--- config.mk ---
export PLATFORM = sky130hd
export DESIGN_NAME = axis_adc_decimator_flat
export DESIGN_NICKNAME = d
export VERILOG_FILES = /design/src/rtl/axis_adc_decimator_if.sv /design/src/rtl/axis_adc_decimator.sv /design/src/flat_wrapper.sv
export SDC_FILE = /design/constraint.sdc
export NUM_CORES = 1
export LEC_CHECK = 0
export BUFFER_PORTS_ARGS = -buffer_cell sky130_fd_sc_hd__buf_2
export CAP_MARGIN = 20
export CORE_ASPECT_RATIO = 1.2
export CORE_UTILIZATION = 45
export CTS_CLUSTER_DIAMETER = 100
export DETAILED_ROUTE_END_ITERATION = 8
export PLACE_DENSITY = 0.63
export REMOVE_ABC_BUFFERS = 1
export SETUP_SLACK_MARGIN = 0.02
export SYNTH_ARGS = -nofsm -noshare
export SYNTH_HDL_FRONTEND = slang
export SYNTH_SLANG_ARGS = --single-unit
--- constraint.sdc ---
create_clock -name aclk -period 11.8 [get_ports aclk]
set_input_delay 0 -clock aclk [delete_from_list [all_inputs] [get_ports aclk]]
set_output_delay 0 -clock aclk [all_outputs]
set_load 0.01 [all_outputs]
--- src/rtl/axis_adc_decimator_if.sv ---
// AXI-Stream bundle (tdata/tvalid/tready) shared by the decimator's
// sample input and its sum output.
interface axis_adc_decimator_if #(
   parameter int DATA_WIDTH = 32
);
   logic [DATA_WIDTH-1:0] tdata;
   logic                  tvalid;
   logic                  tready;

   modport master (
      output tdata,
      output tvalid,
      input  tready
   );

   modport slave (
      input  tdata,
      input  tvalid,
      output tready
   );
endinterface

--- src/rtl/axis_adc_decimator.sv ---
// Boxcar decimator: sums N consecutive complex ADC samples per component
// and hands each sum to a single-entry, back-pressurable AXI-Stream output.
// Sums that complete while the output is still occupied are dropped and
// counted in the overrun status.
module axis_adc_decimator #(
   parameter int S_AXIS_TDATA_WIDTH = 32,
   parameter int CNTR_WIDTH         = 16,
   parameter int M_AXIS_TDATA_WIDTH = 64
) (
   input  logic                  aclk,
   input  logic                  aresetn,
   axis_adc_decimator_if.slave   s_axis,
   axis_adc_decimator_if.master  m_axis,
   input  logic [CNTR_WIDTH-1:0] cfg_rate,
   input  logic                  enable,
   input  logic                  ovr_clr,
   output logic                  sts_overrun,
   output logic [15:0]           sts_drops
);
   localparam int IW = S_AXIS_TDATA_WIDTH / 2;
   localparam int OW = M_AXIS_TDATA_WIDTH / 2;

   localparam logic [0:0] IDLE = 1'b0;
   localparam logic [0:0] RUN  = 1'b1;

   localparam logic [CNTR_WIDTH-1:0] CNT_ONE = CNTR_WIDTH'(1);

   // The output components must hold N full-scale inputs without overflow.
   generate
      if (M_AXIS_TDATA_WIDTH < S_AXIS_TDATA_WIDTH + 2 * CNTR_WIDTH) begin : g_width_check
         $error("axis_adc_decimator: M_AXIS_TDATA_WIDTH must be >= S_AXIS_TDATA_WIDTH + 2*CNTR_WIDTH");
      end
   endgenerate

   logic [0:0]              state;
   logic [CNTR_WIDTH-1:0]   cnt;
   logic [CNTR_WIDTH-1:0]   last_idx;
   logic [CNTR_WIDTH-1:0]   rate_eff;
   logic [CNTR_WIDTH-1:0]   blk_last;
   logic signed [OW-1:0]    acc_re;
   logic signed [OW-1:0]    acc_im;
   logic signed [OW-1:0]    samp_re;
   logic signed [OW-1:0]    samp_im;
   logic signed [OW-1:0]    sum_re;
   logic signed [OW-1:0]    sum_im;
   logic                    accept;
   logic                    complete;
   logic                    fire;
   logic                    load;
   logic                    drop;
   logic                    out_valid;
   logic [M_AXIS_TDATA_WIDTH-1:0] out_data;

   // The ADC stage cannot be stalled, so the input is always ready.
   assign s_axis.tready = 1'b1;
   assign m_axis.tvalid = out_valid;
   assign m_axis.tdata  = out_data;

   // A rate of 0 behaves as 1; the rate only matters at block start, after
   // which the latched last index governs the rest of the block.
   assign rate_eff = (cfg_rate == '0) ? CNT_ONE : cfg_rate;
   assign blk_last = (cnt == '0) ? (rate_eff - CNT_ONE) : last_idx;

   assign samp_re = {{(OW - IW){s_axis.tdata[IW-1]}}, s_axis.tdata[IW-1:0]};
   assign samp_im = {{(OW - IW){s_axis.tdata[2*IW-1]}}, s_axis.tdata[2*IW-1:IW]};
   assign sum_re  = (cnt == '0) ? samp_re : (acc_re + samp_re);
   assign sum_im  = (cnt == '0) ? samp_im : (acc_im + samp_im);

   assign accept   = (state == RUN) && enable && s_axis.tvalid;
   assign complete = accept && (cnt == blk_last);
   assign fire     = out_valid && m_axis.tready;
   assign load     = complete && (!out_valid || m_axis.tready);
   assign drop     = complete && !load;

   // Run/idle state, block counter, rate latch and accumulators.
   always_ff @(posedge aclk) begin
      if (!aresetn) begin
         state    <= IDLE;
         cnt      <= '0;
         last_idx <= '0;
         acc_re   <= '0;
         acc_im   <= '0;
      end else if (!enable) begin
         state  <= IDLE;
         cnt    <= '0;
         acc_re <= '0;
         acc_im <= '0;
      end else begin
         state <= RUN;
         if (accept) begin
            if (cnt == '0) begin
               last_idx <= rate_eff - CNT_ONE;
            end
            if (complete) begin
               cnt <= '0;
            end else begin
               cnt <= cnt + CNT_ONE;
            end
            acc_re <= sum_re;
            acc_im <= sum_im;
         end
      end
   end

   // Single-entry output holding register; a new sum may replace a beat
   // that is leaving in the same cycle.
   always_ff @(posedge aclk) begin
      if (!aresetn) begin
         out_valid <= 1'b0;
         out_data  <= '0;
      end else if (load) begin
         out_valid <= 1'b1;
         out_data  <= {sum_im, sum_re};
      end else if (fire) begin
         out_valid <= 1'b0;
      end
   end

   // Sticky overrun flag and saturating drop counter; a drop beats a clear.
   always_ff @(posedge aclk) begin
      if (!aresetn) begin
         sts_overrun <= 1'b0;
         sts_drops   <= '0;
      end else if (drop) begin
         sts_overrun <= 1'b1;
         if (ovr_clr) begin
            sts_drops <= 16'd1;
         end else if (sts_drops != 16'hFFFF) begin
            sts_drops <= sts_drops + 16'd1;
         end
      end else if (ovr_clr) begin
         sts_overrun <= 1'b0;
         sts_drops   <= '0;
      end
   end
endmodule

--- src/flat_wrapper.sv ---
// flat-port wrapper written by rule: the top's interface ports become plain ports
module axis_adc_decimator_flat 
#(
   parameter int S_AXIS_TDATA_WIDTH = 32,
   parameter int CNTR_WIDTH         = 16,
   parameter int M_AXIS_TDATA_WIDTH = 64
)
  (aclk, aresetn, cfg_rate, enable, ovr_clr, sts_overrun, sts_drops, s_axis_tdata, s_axis_tvalid, s_axis_tready, m_axis_tdata, m_axis_tvalid, m_axis_tready);
  axis_adc_decimator_if #(.DATA_WIDTH(32)) s_axis_i ();
  axis_adc_decimator_if #(.DATA_WIDTH(64)) m_axis_i ();
  input  logic aclk;
  input  logic aresetn;
  input  logic [CNTR_WIDTH-1:0] cfg_rate;
  input  logic enable;
  input  logic ovr_clr;
  output logic sts_overrun;
  output logic [15:0] sts_drops;
  input wire logic [$bits(s_axis_i.tdata)-1:0] s_axis_tdata;
  input wire logic [$bits(s_axis_i.tvalid)-1:0] s_axis_tvalid;
  output wire logic [$bits(s_axis_i.tready)-1:0] s_axis_tready;
  output wire logic [$bits(m_axis_i.tdata)-1:0] m_axis_tdata;
  output wire logic [$bits(m_axis_i.tvalid)-1:0] m_axis_tvalid;
  input wire logic [$bits(m_axis_i.tready)-1:0] m_axis_tready;
  assign s_axis_i.tdata = s_axis_tdata;
  assign s_axis_i.tvalid = s_axis_tvalid;
  assign s_axis_tready = s_axis_i.tready;
  assign m_axis_tdata = m_axis_i.tdata;
  assign m_axis_tvalid = m_axis_i.tvalid;
  assign m_axis_i.tready = m_axis_tready;
  axis_adc_decimator #(.S_AXIS_TDATA_WIDTH(S_AXIS_TDATA_WIDTH), .CNTR_WIDTH(CNTR_WIDTH), .M_AXIS_TDATA_WIDTH(M_AXIS_TDATA_WIDTH)) u_core (.aclk(aclk), .aresetn(aresetn), .s_axis(s_axis_i), .m_axis(m_axis_i), .cfg_rate(cfg_rate), .enable(enable), .ovr_clr(ovr_clr), .sts_overrun(sts_overrun), .sts_drops(sts_drops));
endmodule
Word-level counts from Yosys, hierarchy flattened:

Cells that the tools add are included.

* output and inout bits: 83
* flip-flop bits (word level): 179
* input bits: 54
* logic and storage cells: 47

* muxes and demuxes: 14
* add/subtract/negate cells: 5
* equal/unequal tests: 2
* reduce and logical (&&, ||, !) cells: 17

Operators by type and width (count)
* $mux 16: 7
* $add 32x16->32: 2
* $mux 32: 2
* $add 16x1->16 const B: 2
* $logic_not 16->1: 2
* $eq 16x16->1: 1
* $ne 16x16->1 const B: 1
* $sub 16x1->16 const B: 1
* $logic_and 1x1->1: 6
* $reduce_and 2->1: 3
* $reduce_bool 2->1: 3
* $mux 1: 5
* $logic_not 1->1: 2
* $logic_or 1x1->1: 1

Logic depth before layout (Yosys ltp):

Gate-level depths: netlist of the first run.

* depth in word-level cells: 11
* depth in mapped cells: 15
* mapped depth without buffers: 12

Least setup slack after synthesis of the first run:

OpenSTA, ideal clock, no wires.

* path kind: in2reg
* start: input cfg_rate[11]
* end: register u_core.sts_drops[13]
* stages on the path: 14
* path buffers: 2
* arrival time: 3.933 ns
* data required time: 11.728 ns
* setup slack: 7.795 ns
* setup time: 0.072 ns
* cells stage by stage: or4_1 clkbuf_1 o41a_1 ha_1 or3b_2 clkbuf_1 or3_1 a21oi_1 o41ai_1 nand4_1 or4_4 nor4b_4 and3_1 mux2i_1

* word-level cells in the longest chain between the ends: 11
* elaborated cells between the ends (all ways): 12
* those cells by class: 1 x add/sub; 1 x eq/ne; 3 x mux; 7 x reduce/logical

Ends and longest elaborated chain
* start: declaration: RTL line flat_wrapper.sv:13 `input logic [CNTR_WIDTH-1:0] cfg_rate;`
* $logic_not 16->1: RTL line axis_adc_decimator.sv:61 `assign rate_eff = (cfg_rate == '0) ? CNT_ONE : cfg_rate;`
* $mux 16 (*): RTL line axis_adc_decimator.sv:61
* $sub 16x1->16 (*): RTL line axis_adc_decimator.sv:62 `assign blk_last = (cnt == '0) ? (rate_eff - CNT_ONE) : last_idx;`
* $mux 16 (*)
* $eq 16x16->1 (*): RTL line axis_adc_decimator.sv:70 `assign complete = accept && (cnt == blk_last);`
* $logic_and 1x1->1 (*): RTL line axis_adc_decimator.sv:70
* $logic_and 1x1->1: RTL line axis_adc_decimator.sv:72 `assign load = complete && (!out_valid || m_axis.tready);`
* $logic_not 1->1: RTL line axis_adc_decimator.sv:73 `assign drop = complete && !load;`
* $logic_and 1x1->1 (*): RTL line axis_adc_decimator.sv:73
* $reduce_bool 2->1 (no line)
* $reduce_and 2->1 (no line)
* end signal: assignment: RTL line axis_adc_decimator.sv:129 `sts_drops <= sts_drops + 16'd1;`
* end: declaration: RTL line axis_adc_decimator.sv:18 `output logic [15:0] sts_drops`

Mark *: on every way between the ends. The rest lies on a longest branch, timed or not.
A chain may end at the register's enable or synchronous reset.

Final worst setup path of the first run:

* start: input cfg_rate[10]
* end: register u_core.out_data[40] (netlist: u_core.m_axis.tdata[40])

* word-level cells in the longest chain between the ends: 7

Ends and longest elaborated chain
* $logic_not 16->1: RTL line axis_adc_decimator.sv:61
* $mux 16 (*): RTL line axis_adc_decimator.sv:61
* $sub 16x1->16 (*): RTL line axis_adc_decimator.sv:62
* $mux 16 (*)
* $eq 16x16->1 (*): RTL line axis_adc_decimator.sv:70
* $logic_and 1x1->1 (*): RTL line axis_adc_decimator.sv:70
* $logic_and 1x1->1 (*): RTL line axis_adc_decimator.sv:72
* end signal: assignment: RTL line axis_adc_decimator.sv:113 `out_data <= {sum_im, sum_re};`
* end: declaration: RTL line axis_adc_decimator.sv:52 `logic [M_AXIS_TDATA_WIDTH-1:0] out_data;`

Marked as above.

==> impl_metrics.tcl, run 1 <==
set metrics [dict create \
    status "complete, no violations" \
    critPathMaxStageDelay_ps 770 \
    ys_ff_latch 179 \
    clock-sinks 179 \
    totalWireLength_um 31800 \
    layout_setup_ws_ps 6320 \
    cts_tree "yes" \
    critPathMaxFanout 86 \
    cts_buffer_depth 2 \
    maxSlewViolCount 0 \
    finalCriticalPeriod_ps 5480 \
    rsz0062_at_grt "false" \
    core_um2 24800 \
    ir_worst_vdd_mv 0.0793 \
    power_uw 1320 \
    fill_cells 2475 \
    synthSimpleGateAreaFrac_pct 21.5 \
    synthArstFlopShare_pct 0 \
    drt_iter0_drc 693 \
    die_area_um2 25900 \
    p_leak_uw 0.00526 \
    numPortBuffers 135 \
    start_util_pct 45.9 \
    synth-xor-area-share_pct 6.09 \
    post-route-period-util_pct 46.4 \
    htreeDepth 4 \
    die_w_um 147 \
    drc 0 \
    grt_start_max_net_pins 87 \
    grt_use_total_pct 24.8 \
    ys_seq_area_share_pct 31.5 \
    vias 10922 \
    path_class "in2reg" \
    tightest_slew_ps 1060 \
    holdWs_ps 18.6 \
    place_congestion 0.920 \
    tns_ps 0 \
    rows 63 \
    cts_buffers 17 \
    synthAdderAreaFrac_pct 7.62 \
    slowest_stage "buf_4" \
    synth-compound-area-share_pct 27.4 \
    grt_pass1_wl_um 51800 \
    synth_common_cells "nor2_1 (189), dfxtp_1 (179), a21oi_1 (127), a211oi_1 (99), nand2_1 (97)" \
    finalHoldViolations 0 \
    synth.area.top_cells "dfxtp_1 (32%), ha_1 (7.3%), a211oi_1 (6.5%)" \
    die_h_um 176 \
    p_per_area_nw_per_um2 102 \
    grt-ovfl-total 0 \
    drt_first_pass_iters 7 \
    relSlewSlack_pct 28.7 \
    skew_ps 15.8 \
    synth-edff-count 0 \
    area_growth_pct 14.2 \
    synth_most_common_cell "nor2_1" \
    crit_cells 15 \
    hold_class "in2reg" \
    ys_warn_count 0 \
    synth.distinct_cells 78 \
    required_ps 12110 \
    netlist.area_leader.share_pct 31.5 \
    vias_per_cell 5.81 \
    synth_top_family_by_area "compound AO/OA/AOI/OAI gates" \
    ys.flop_type "dfxtp_1" \
    cp_top_family "simple AND/OR/NAND/NOR gates" \
    antenna_found_initial 1 \
    cp.buffers_inverters 3 \
    timing.fmax_ghz 0.183 \
    syn_area_per_cell_um2 7.90 \
    clock_latency_ps 440 \
    setup_viol 0 \
    start_kind "primary input" \
    muxShareOfSynthArea_pct 1.34 \
    cts-root-buf "clkbuf_16" \
    dpl.hpwl_um 22600 \
    cp_data_arrival_time_ps 5790 \
    clk_pin_slew_ps 70 \
    wire_per_inst_um 16.9 \
    postLayoutCoreUtil_pct 52.4 \
    antenna_left 0 \
    reg2reg_depth 13 \
    worst_setup_path_end_kind "register" \
    synth_area_um2 11400 \
    pin_count 137 \
    dp_worst_setup_slack_ps 6460 \
    cap_violations 0 \
    drive_above_1_share_pct 13.3 \
    fin_nets 1662 \
    cp_cell_sequence "dlygate4sd3_1 -> buf_2 -> or4_1 -> o41a_1 -> ha_1 -> or3b_2 -> or3_1 -> a21oi_1 -> o41ai_1 -> nand4_1 -> or4_4 -> nor2_4 -> buf_4 -> mux2i_1 -> nor2_1" \
    grt_pass1_vias 10348 \
    syn-instance-count 1438 \
    hold_path_depth 4 \
    yosys.area.top_type "dfxtp_1" \
]
[flip-flops by register name (all words and copies together) (netlist names)]
name,cells
u_core.m_axis.tdata,64
u_core.acc_im,32
u_core.acc_re,32
u_core.cnt,16
u_core.last_idx,16
u_core.sts_drops,16
u_core.m_axis.tvalid,1
u_core.state,1
u_core.sts_overrun,1
[stage by stage]
| stage | instance area (um2) | cells |
|---|---|---|
| 2_1_floorplan | 11000 | 1350 |
| 3_3_place_gp | 12200 | 1821 |
| 3_5_place_dp | 12200 | 1821 |
| 4_1_cts | 13000 | 1878 |
| 5_1_grt | 13000 | 1878 |
| 6_report | 13000 | 1879 |
[layout by cell type, fill, tap and decap left out, types with 5 or more instances in the layout]
master / n
a31oi_1: 29
nor4_1: 12
nor3_1: 30
o21a_1: 5
inv_1: 36
a41oi_1: 5
nor2b_1: 12
dfxtp_1: 179
o2111ai_1: 5
and3_1: 20
buf_2: 135
a21boi_0: 6
and2_1: 6
o211a_1: 5
ha_1: 66
o211ai_1: 17
nor3b_1: 9
nand3_1: 27
a311oi_1: 6
nand2b_1: 14
mux2i_1: 13
o21ai_0: 95
nor2_1: 188
clkbuf_16: 17
o31ai_1: 6
xor2_1: 32
a211oi_1: 99
a21o_1: 26
a21oi_1: 127
o41ai_1: 7
or3_1: 15
nand4_1: 15
dlygate4sd3_1: 25
or4_1: 10
xnor2_1: 47
o21bai_1: 6
buf_4: 11
nand2_1: 97
[metal layers]
metal  global-route usage [%]  part of all wire, %
met1                     30.4                   45
met2                     43.7                   49
met3                     3.90                  4.6
met4                     8.38                  2.1
met5                        0                    0
[logic make-up after synthesis]
kind of cell | Yosys count
xor+xnor | 79
flops | 179
mux | 15
buf+inv | 125
other cells | 1
simple gates | 490
fa+ha+maj | 68
compound gates | 481
[where the power goes]
| group | total [uW] | switching [uW] | internal, uW |
|---|---|---|---|
| registers | 616 | 4.64 | 611 |
| clock network | 534 | 246 | 288 |
| logic | 172 | 107 | 65.1 |
| total | 1320 | 358 | 964 |
[worst paths after layout]
check                                                       endpoint                      startpoint  slack, ps
worst max-delay path            u_core.m_axis.tdata[40]$_SDFFE_PN0P_                    cfg_rate[10]       6320
worst min-delay path                   u_core.acc_im[4]$_SDFFE_PN0P_                s_axis_tdata[20]         20
worst max register to register  u_core.m_axis.tdata[40]$_SDFFE_PN0P_      u_core.cnt[1]$_SDFFE_PN0P_       6530
worst min register to register        u_core.acc_re[26]$_SDFFE_PN0P_  u_core.acc_re[26]$_SDFFE_PN0P_        470
[worst min-delay path, cell delays in order]
cell     delay [ps]
buf_2           100
nand2_1          40
o21ai_0         100
o221a_2         180
[repair_timing]
item	4_1_cts	5_1_grt
setup buffers	0	0
resized for setup	0	0
hold endpoints to repair	36	0
hold buffers	25	0
[area by class of cell]
class / instances / area [um2] / area share (%)
Clock inverter: 10 / 76.3 / 0.588
Multi-Input combinational cell: 1134 / 7280 / 56.1
Tap cell: 325 / 407 / 3.13
Antenna cell: 1 / 2.50 / 0.0193
Inverter: 37 / 139 / 1.07
Timing Repair Buffer: 171 / 1010 / 7.77
Clock buffer: 22 / 474 / 3.65
Sequential cell: 179 / 3580 / 27.6
Power figures use the tool's default switching activity.
==> run 2: changes to the inputs <==
- PLACE_DENSITY: 0.63 -> 0.66
- clock period: 11.8 -> 4.9 ns (I/O delays scaled with it)
==> impl_metrics.tcl, run 2 (same netlist as run 1, synthesis figures left out) <==
set metrics [dict create \
    relSlewSlack_pct 40.6 \
    die_area_um2 25900 \
    die_h_um 176 \
    die_w_um 147 \
    drc 0 \
    r2r_slack_ps 370 \
    ir_worst_vdd_mv 0.218 \
    regToRegEndpoint "u_core.sts_drops[0]$_SDFFE_PN0P_" \
    critPathMaxFanout 13 \
    regArea_um2 3580 \
    setup_viol 0 \
    placed_area_um2 12300 \
    status "complete, no violations" \
    grt_start_max_net_pins 115 \
    reg2reg_depth 13 \
    pin_count 137 \
    p_leak_uw 0.00536 \
    skew_ps 13.3 \
    path_class "in2reg" \
    cts_buffers 17 \
    maxSlewViolCount 0 \
    layout_commonest_cell "nor2_1" \
    finalHoldViolations 0 \
    drive_above_1_share_pct 13.9 \
    start_util_pct 45.9 \
    final_area_um2 13200 \
    switchingPower_uw 862 \
    antenna_left 0 \
    dp_worst_setup_slack_ps 525 \
    start_kind "primary input" \
    internal-power_uw 2460 \
    fin_nets 1672 \
    place_congestion 0.918 \
    cp_data_arrival_time_ps 4980 \
    clock_latency_ps 430 \
    cp_cell_sequence "dlygate4sd3_1 -> buf_2 -> or4_1 -> o41a_1 -> ha_1 -> xnor2_1 -> o22ai_1 -> nor2_1 -> o2111ai_1 -> or4_1 -> or4_4 -> nor3_2 -> nor3b_1 -> o21a_1 -> dlygate4sd3_1" \
    layout.cells.most_common_list "nor2_1 (188), dfxtp_1 (179), buf_2 (135)" \
    cts-root-buf "clkbuf_16" \
    drt_iter0_drc 605 \
    htreeDepth 4 \
    hold_path_depth 3 \
    grt-ovfl-total 0 \
    p_per_area_nw_per_um2 253 \
    largest_reg_flops 64 \
    finalCriticalPeriod_ps 4660 \
    worstHoldStart "s_axis_tdata[7]" \
    power_frac_clock_pct 42.9 \
    numPortBuffers 135 \
    multi_input_area_um2 7290 \
    fill_cells 2455 \
    hold_path_end "u_core.acc_re[7]$_SDFFE_PN0P_" \
    combPwrFrac_pct 12.5 \
    worst_setup_path_end_kind "register" \
    totalWireLength_um 31200 \
    wire_per_inst_um 16.5 \
    required_ps 5220 \
    hold_class "in2reg" \
    timing.fmax_ghz 0.214 \
    grt_use_total_pct 24.3 \
    fin_cells 1892 \
    clock-sinks 179 \
    dpl.hpwl_um 22300 \
    core_um2 24800 \
    drt_first_pass_iters 6 \
    cap_violations 0 \
    grt_pass1_vias 10256 \
    layout_setup_ws_ps 237 \
    grt_pass1_wl_um 51300 \
    area_growth_pct 15.8 \
    power_uw 3320 \
    vias_per_cell 5.76 \
    critPathMaxStageDelay_ps 630 \
    worstReg2RegStart "u_core.cnt[0]$_SDFFE_PN0P_" \
    rows 63 \
    p_sw_share_pct 25.9 \
    clk_pin_slew_ps 70 \
    post-route-period-util_pct 95.2 \
    cts_tree "yes" \
    slowest_stage "or4_1" \
    postLayoutCoreUtil_pct 53.2 \
    cts_buffer_depth 2 \
    rsz0062_at_grt "false" \
    antenna_found_initial 3 \
    seq_power_share_pct 44.6 \
    vias 10890 \
    dp_cells 1830 \
    tightest_slew_ps 890 \
]
## run 2: cell types whose count changed in the layout (fill, tap and decap cells not counted), sizes merged
cell,delta
diode,+3
buf,+10
clkinv,-1
clkbuf,-2
bufinv,+3
## run 2: per-stage QoR
stage / hold WS, ps / setup TNS [ps]
after floorplan: 106 / -136290
after global placement: 266 / 0
after detailed placement: 273 / 0
after CTS: 14.4 / 0
after global routing: 39.2 / 0
final: 17.0 / 0
## run 2: how the worst max path moves through the flow
stage | startpoint | to | slack, ps | cells past startpoint
2_1_floorplan | u_core.cnt[9]$_SDFFE_PN0P_ | u_core.m_axis.tdata[30]$_SDFFE_PN0P_ | -2360 | 9
5_1_grt | cfg_rate[14] | u_core.sts_drops[0]$_SDFFE_PN0P_ | 40 | 15
6_report | cfg_rate[14] | u_core.sts_drops[0]$_SDFFE_PN0P_ | 240 | 15
3_5_place_dp | cfg_rate[15] | u_core.sts_drops[13]$_SDFFE_PN0P_ | 530 | 13
3_3_place_gp | cfg_rate[15] | u_core.m_axis.tdata[40]$_SDFFE_PN0P_ | 570 | 14
4_1_cts | cfg_rate[14] | u_core.sts_drops[0]$_SDFFE_PN0P_ | 190 | 15
## run 2: layout make-up
cell class              instances  share of cell area (%)
repair buffers                181                    8.48
inverters                      37                    1.06
clock inverters                12                    1.17
diodes                          4                  0.0761
well taps                     325                    3.09
flip-flops and latches        179                    27.2
multi-input cells            1134                    55.4
clock buffers                  20                    3.47
## run 2: power by group through the flow
stage	Sequential [uW]	Clock, uW	Combinational [uW]
2_1_floorplan	1510	0	275
3_3_place_gp	1510	0	391
3_5_place_dp	1510	0	395
4_1_cts	1480	1450	412
5_1_grt	1480	1510	464
6_report	1480	1430	416
## run 2: layer usage
layer	part of all wire [%]	track usage, %
met1	44	30.0
met2	48	42.7
met3	4.9	3.44
met4	3.0	9.28
met5	0	0
## run 2: timing repair
item                                    CTS  global route
gates resized for setup                   0             1
hold endpoints to repair                 30             0
endpoints found under the setup margin    0             1
buffers inserted                          0             0
hold buffers                             25             0
## run 2: worst max-delay path: cells and delay by family
kind | cells | cell delay, ps
buf+inv | 3 | 1220
compound gates | 4 | 1010
fa+ha+maj | 1 | 240
xor+xnor | 1 | 340
simple gates | 6 | 2160
==> run 3: changes to the inputs <==
--- a/config.mk
+++ b/config.mk
@@ -10,4 +10,5 @@
 export CORE_ASPECT_RATIO = 1.2
 export CORE_UTILIZATION = 45
+export CTS_BUF_LIST = sky130_fd_sc_hd__clkbuf_16
 export CTS_CLUSTER_DIAMETER = 100
 export DETAILED_ROUTE_END_ITERATION = 8
==> constraint.sdc (replaced) <==
create_clock -name aclk -period 4.9 [get_ports aclk]
set_input_delay 0.245 -clock aclk [delete_from_list [all_inputs] [get_ports aclk]]
set_output_delay 0.245 -clock aclk [all_outputs]
set_load 0.01 [all_outputs]
==> impl_metrics.tcl, run 3 (same netlist as run 1, synthesis figures left out) <==
set metrics [dict create \
    status "complete, no violations" \
    dpl.hpwl_um 22700 \
    dp_worst_setup_slack_ps 368 \
    die_w_um 147 \
    worst_setup_path_end_kind "register" \
    crit_end "u_core.sts_drops[13]$_SDFFE_PN0P_" \
    drive_above_1_share_pct 13.9 \
    grt-ovfl-total 0 \
    fill_cells 2433 \
    layout_setup_ws_ps 525 \
    vias 10878 \
    holdWs_ps 78.9 \
    wire_per_inst_um 16.9 \
    tightest_slew_ps 971 \
    regToRegEndpoint "u_core.sts_drops[13]$_SDFFE_PN0P_" \
    area_growth_pct 13.0 \
    core_um2 24800 \
    drt_first_pass_iters 5 \
    cts_tree "yes" \
    p_leak_uw 0.00523 \
    pin_count 137 \
    grt_use_total_pct 24.5 \
    skew_ps 9.98 \
    die_h_um 176 \
    htreeDepth 4 \
    ctsResizeCount 0 \
    largest_reg_flops 64 \
    die_area_um2 25900 \
    holdBufCountCts 0 \
    path_class "reg2reg" \
    required_ps 5270 \
    place_congestion 0.967 \
    r2r_slack_ps 530 \
    reg2reg_depth 12 \
    timing.fmax_ghz 0.229 \
    clk_pin_slew_ps 70 \
    hold_path_depth 2 \
    finalCriticalPeriod_ps 4370 \
    start_kind "register" \
    crit_path_start "u_core.cnt[1]$_SDFFE_PN0P_" \
    drt_iter0_drc 588 \
    grt_pass1_wl_um 51100 \
    grt_pass1_vias 10294 \
    finalHoldViolations 0 \
    totalWireLength_um 31500 \
    tns_ps 0 \
    post-route-period-util_pct 89.3 \
    clock-sinks 179 \
    relSlewSlack_pct 35.2 \
    cts-root-buf "clkbuf_16" \
    rows 63 \
    numPortBuffers 135 \
    postLayoutCoreUtil_pct 51.9 \
    ir_worst_vdd_mv 0.225 \
    cap_violations 0 \
    cts_buffers 17 \
    drc 0 \
    start_util_pct 45.9 \
    grt_start_max_net_pins 98 \
    rsz0062_at_grt "false" \
    p_per_area_nw_per_um2 252 \
    critPathMaxFanout 13 \
    layout.cells.most_common_list "nor2_1 (188), dfxtp_1 (179), buf_2 (135)" \
    antenna_found_initial 2 \
    cts_buffer_depth 2 \
    antenna_left 0 \
    hold_class "in2reg" \
    fin_nets 1648 \
    worstReg2RegStart "u_core.cnt[1]$_SDFFE_PN0P_" \
    cp_data_arrival_time_ps 4740 \
    vias_per_cell 5.82 \
    power_uw 3240 \
    clock_latency_ps 450 \
    setup_viol 0 \
    maxSlewViolCount 0 \
    layout_commonest_cell "nor2_1" \
    postCtsSetupRepairBufs 0 \
]
run 3: changes by cell type in the layout (fill, tap and decap cells not counted), sizes merged:
cell	before	now
dlygate4sd3	25	0
buf	156	157
clkbuf	20	17
bufinv	3	2
inv	39	43
run 3: layout make-up:
type	instances	area (um2)	area share, %
Antenna cell	4	10.0	0.0779
Clock buffer	17	425	3.31
Clock inverter	15	145	1.13
Inverter	37	139	1.08
Multi-Input combinational cell	1134	7280	56.7
Sequential cell	179	3580	27.9
Tap cell	325	407	3.17
Timing Repair Buffer	157	853	6.64
run 3: layer usage:
metal  global-route usage [%]  wire (um)  vias to the layer above
li1                         -          -                     5507
met1                     29.7      13900                     5049
met3                     4.16       1600                       64
met2                     42.6      15200                      258
met5                        0          0                        -
met4                     10.2        855                        0
run 3: how the worst min path moves through the flow:
stage                                               from                             end
after floorplan                                   enable  u_core.acc_re[31]$_SDFFE_PN0P_
after global placement    u_core.acc_re[26]$_SDFFE_PN0P_  u_core.acc_re[26]$_SDFFE_PN0P_
after detailed placement  u_core.acc_re[26]$_SDFFE_PN0P_  u_core.acc_re[26]$_SDFFE_PN0P_
after CTS                                         enable  u_core.acc_re[31]$_SDFFE_PN0P_
after global routing                              enable  u_core.acc_re[31]$_SDFFE_PN0P_
final                                             enable  u_core.acc_re[31]$_SDFFE_PN0P_
run 3: critical path, cell delays in order (launching register included):
cell and delay, ps:
dfxtp_1 360, inv_1 160, ha_1 180, or4b_4 490, nor4_4 510, buf_4 280
mux2i_1 310, xnor2_1 120, or4_1 410, or4_4 570, nor4b_4 480, and3_1 230
mux2i_1 180
run 3: power by group:
| group | internal, uW | switching, uW | total (uW) |
|---|---|---|---|
| registers | 1470 | 10.3 | 1480 |
| logic | 147 | 254 | 401 |
| clock network | 747 | 608 | 1350 |
| total | 2360 | 873 | 3240 |
run 3: stage by stage:
step | instance area [um2] | instances
2_1_floorplan | 11000 | 1350
3_3_place_gp | 12300 | 1832
3_5_place_dp | 12300 | 1832
4_1_cts | 12800 | 1864
5_1_grt | 12800 | 1865
6_report | 12800 | 1868
